<file path="config.mk">
export PLATFORM = sky130hd
export DESIGN_NAME = alb_mul_ctrl
export DESIGN_NICKNAME = d
export VERILOG_FILES = /design/src/rtl/alb_mul_ctrl.sv
export SDC_FILE = /design/constraint.sdc
export NUM_CORES = 1
export LEC_CHECK = 0
export ABC_CLOCK_PERIOD_IN_PS = 3760
export CAP_MARGIN = 20
export CORE_MARGIN = 5
export CORE_UTILIZATION = 51
export CTS_CLUSTER_DIAMETER = 100
export CTS_CLUSTER_SIZE = 10
export DETAILED_ROUTE_END_ITERATION = 12
export PLACE_DENSITY = 0.77
export SYNTH_ARGS = -nofsm -noshare
export SYNTH_HDL_FRONTEND = slang
export SYNTH_HIERARCHICAL = 1
export SYNTH_SLANG_ARGS = --single-unit
</file>
<file path="constraint.sdc">
create_clock -name clk -period 3.76 [get_ports clk]
set_input_delay 0.752 -clock clk [delete_from_list [all_inputs] [get_ports clk]]
set_output_delay 0.752 -clock clk [all_outputs]
set_load 0.005 [all_outputs]
</file>
<file path="src/rtl/alb_mul_ctrl.sv">
// 10x10 sequential multiplier: shift-and-add (unsigned) or radix-2 Booth
// (signed), one alb add/subtract step per cycle, 20-bit registered product.

module alb (
    input  logic [9:0] A,
    input  logic [9:0] B,
    input  logic       CI,
    input  logic [2:0] ALB_MI,
    output logic [9:0] F,
    output logic       CO,
    output logic       VO,
    output logic       ZO,
    output logic       NO
);
    logic        w_sub;
    logic [9:0]  w_bx;
    logic        w_cx;
    logic [10:0] w_sum;

    always_comb begin
        w_sub = (ALB_MI == 3'b001);
        // subtract is A + ~B + ~CI, so CI acts as a borrow-in
        w_bx  = w_sub ? ~B : B;
        w_cx  = w_sub ? ~CI : CI;
        w_sum = {1'b0, A} + {1'b0, w_bx} + {10'd0, w_cx};
        F     = w_sum[9:0];
        CO    = w_sum[10];
        VO    = (A[9] == w_bx[9]) && (w_sum[9] != A[9]);
        case (ALB_MI)
            3'b010: begin F = A & B; CO = 1'b0; VO = 1'b0; end
            3'b011: begin F = A | B; CO = 1'b0; VO = 1'b0; end
            3'b100: begin F = A ^ B; CO = 1'b0; VO = 1'b0; end
            3'b000, 3'b001: ;
            default: begin F = A; CO = 1'b0; VO = 1'b0; end
        endcase
        ZO = (F == 10'd0);
        NO = F[9];
    end
endmodule

module alb_mul_ctrl (
    input  logic        clk,
    input  logic        rst,
    input  logic        start,
    input  logic        sgn,
    input  logic [9:0]  a,
    input  logic [9:0]  b,
    output logic        busy,
    output logic        done,
    output logic [19:0] p
);
    localparam logic [1:0] S_IDLE = 2'd0;
    localparam logic [1:0] S_RUN  = 2'd1;
    localparam logic [1:0] S_DONE = 2'd2;

    logic [1:0]  r_state;
    logic [9:0]  r_m;
    logic [9:0]  r_acc;
    logic [9:0]  r_mq;
    logic        r_q1;
    logic [3:0]  r_cnt;
    logic        r_mode_s;
    logic        r_busy;
    logic        r_done;
    logic [19:0] r_p;

    logic [9:0]  w_b;
    logic [2:0]  w_mi;
    logic [9:0]  w_f;
    logic        w_co;
    logic        w_vo;
    logic        w_unused_zo;
    logic        w_unused_no;
    logic        w_s;
    logic [19:0] w_next;

    alb u_alb (
        .A      (r_acc),
        .B      (w_b),
        .CI     (1'b0),
        .ALB_MI (w_mi),
        .F      (w_f),
        .CO     (w_co),
        .VO     (w_vo),
        .ZO     (w_unused_zo),
        .NO     (w_unused_no)
    );

    always_comb begin
        w_b  = 10'd0;
        w_mi = 3'b000;
        if (!r_mode_s) begin
            if (r_mq[0]) w_b = r_m;
        end else begin
            case ({r_mq[0], r_q1})
                2'b10: begin w_b = r_m; w_mi = 3'b001; end
                2'b01: w_b = r_m;
                default: ;
            endcase
        end
        // signed mode shifts in the true sign so overflowed sums stay exact
        w_s    = r_mode_s ? (w_f[9] ^ w_vo) : w_co;
        w_next = {w_s, w_f, r_mq[9:1]};
    end

    always_ff @(posedge clk) begin
        if (rst) begin
            r_state  <= S_IDLE;
            r_m      <= 10'd0;
            r_acc    <= 10'd0;
            r_mq     <= 10'd0;
            r_q1     <= 1'b0;
            r_cnt    <= 4'd0;
            r_mode_s <= 1'b0;
            r_busy   <= 1'b0;
            r_done   <= 1'b0;
            r_p      <= 20'd0;
        end else begin
            case (r_state)
                S_IDLE: begin
                    if (start) begin
                        r_m      <= a;
                        r_mq     <= b;
                        r_acc    <= 10'd0;
                        r_q1     <= 1'b0;
                        r_cnt    <= 4'd0;
                        r_mode_s <= sgn;
                        r_busy   <= 1'b1;
                        r_state  <= S_RUN;
                    end
                end
                S_RUN: begin
                    r_acc <= w_next[19:10];
                    r_mq  <= w_next[9:0];
                    r_q1  <= r_mq[0];
                    r_cnt <= r_cnt + 4'd1;
                    if (r_cnt == 4'd9) begin
                        r_state <= S_DONE;
                        r_busy  <= 1'b0;
                        r_done  <= 1'b1;
                        r_p     <= w_next;
                    end
                end
                S_DONE: begin
                    r_done  <= 1'b0;
                    r_state <= S_IDLE;
                end
                default: r_state <= S_IDLE;
            endcase
        end
    end

    assign busy = r_busy;
    assign done = r_done;
    assign p    = r_p;
endmodule

</file>
==> results.yml <==
timing:
  period_share_pct: 92.9
  worstMarginPinSlew_ns: 0.878
  fmax_mhz: 286
  max_slew_margin_pct: 41.4
  finalMaxSlewViolations: 0
  setup_viol: 0
  rsz0062_at_grt: "no"
  min_period_ns: 3.49
  skew_ns: 0.00691
  finalHoldViolCount: 0
  hold_ws_ns: 0.452
  tns_ns: 0
finish:
  layout_commonest_cell: "dfxtp_1"
  final_cell_mix: "dfxtp_1, nor2_1, a21oi_1"
  nets: 557
  drive_gt1_share_pct: 8.93
  final_area_sq_um: 4480
  antenna-diode-count: 0
  syn2layout_area_growth_pct: 18.1
power_and_ir_drop:
  p_leak_nw: 1.82
  p_per_area_nw_per_um2: 330
  power_w: 0.00148
  ir_worst_vdd_mv: 0.282
worst_setup_path:
  r2r_start: "r_mq[0]"
  path_class: "reg2reg"
  cp-start-kind: "flip-flop"
  end_kind: "flip-flop"
  endpoint: "r_acc[7]"
  critical_path.startpoint: "r_mq[0]"
  required_ns: 3.98
  worstPathArrival_ns: 3.71
  regToRegEndpoint: "r_acc[7]"
  r2r_slack_ns: 0.27
  r2r_cells: 14
  path_max_fanout: 11
floorplan:
  start_util_pct: 52.4
  die_y_microns: 96.3
  placementRows: 31
  die-area_sq_um: 9270
  coreArea_sq_um: 7250
  pin_count: 46
  fp.dieW_microns: 96.3
yosys:
  yosysWarnings: 6
  synth_area_sq_um: 3800
  syn_avg_cell_area_sq_um: 8.17
  synth_cells: 465
run_status:
  run_status: "finished, final reports clean"
placed_design:
  gp_congestion: 0.931
  dp_hpwl_mm: 6.56
  dpl-instance-area_sq_um: 4280
  port_buffers: 45
job:
  max_cap_violations: 0
global_routing:
  grt_usage_pct: 21.7
  grt_max_degree: 38
  overflow: 0
  antenna_found_initial: 0
  grt_pass1_wl_mm: 15.6
  first_global_vias: 3280
route:
  drc: 0
  dr.pass1.iters: 5
  postRouteAntennaNets: 0
  drt_wl_total_mm: 9.60
  vias: 3461
  drtIter0Drc: 251
  routedWlPerCell_microns: 15.9
  vias_per_cell: 5.74
clock_tree:
  cts_max_path_buffers: 2
  htreeDepth: 3
  cts.clk_slew.worst_paths_ns: 0.07
  cts_tree: "built"
  clk_root_buffer_cell: "clkbuf_8"
  cts_sinks: 60
  clock_latency_ns: 0.34
  cts_buffers: 9
hold_path:
  min_path_type: "reg2reg"
==> per-stage QoR <==
step / setup WS [ns] / utilization, % / std cells
2_1_floorplan: 0.0219 / - / 467
3_3_place_gp: 0.354 / 58.9 / 586
3_5_place_dp: 0.256 / 58.9 / 586
4_1_cts: 0.245 / 61.6 / 602
5_1_grt: 0.0393 / 61.8 / 603
6_report: 0.266 / 61.8 / 603
==> final cells by class <==
| type | instances | area (sq um) |
|---|---|---|
| flip-flops and latches | 60 | 1200 |
| clock inverters | 6 | 65.1 |
| multi-input cells | 335 | 2300 |
| repair buffers | 53 | 514 |
| inverters | 40 | 151 |
| fillers | 656 | 2770 |
| clock buffers | 10 | 128 |
| well taps | 99 | 124 |
==> worst max-delay path: stages, from the launching register on <==
cell	delay, ns
dfxtp_1	0.40
ha_1	0.16
and2_1	0.13
and2_1	0.54
xnor2_1	0.18
fa_1	0.45
inv_1	0.08
fa_1	0.19
nand2b_1	0.15
a21oi_2	0.09
a41o_1	0.27
or3b_1	0.35
and3_4	0.17
a22oi_1	0.16
nor2_1	0.06
==> power by group <==
part	internal [W]	switching (W)	leakage (nW)
logic	0.0000961	0.000118	1.23
clock network	0.000306	0.000273	0.0962
registers	0.000659	0.0000265	0.489
==> worst min path at each step <==
stage / start / endpoint / cells past startpoint
5_1_grt: r_m[1] / r_m[1] / 2
3_5_place_dp: r_m[8] / r_m[8] / 2
3_3_place_gp: r_m[7] / r_m[7] / 2
2_1_floorplan: r_m[0] / r_m[0] / 2
6_report: r_m[1] / r_m[1] / 2
4_1_cts: r_m[8] / r_m[8] / 2
==> flip-flops by register name, indices dropped and copies added (netlist names) <==
name      flops
r_cnt         4
r_state       2
p            20
r_q1          1
r_acc        10
r_m          10
r_mq         10
done          1
busy          1
r_mode_s      1
==> layer usage <==
layer  track usage [%]  routed length, microns
met1              29.1                    4460
met2              33.9                    4520
met3              4.30                     452
met4              9.11                     176
met5                 0                       0
==> repair_timing <==
item / 4_1_cts / 5_1_grt
setup buffers: 0 / 0
endpoints found under the setup margin: 0 / 1
hold buffers: 0 / 0
resized for setup: 0 / 1
Note: power is estimated with default switching activity, not from simulation.
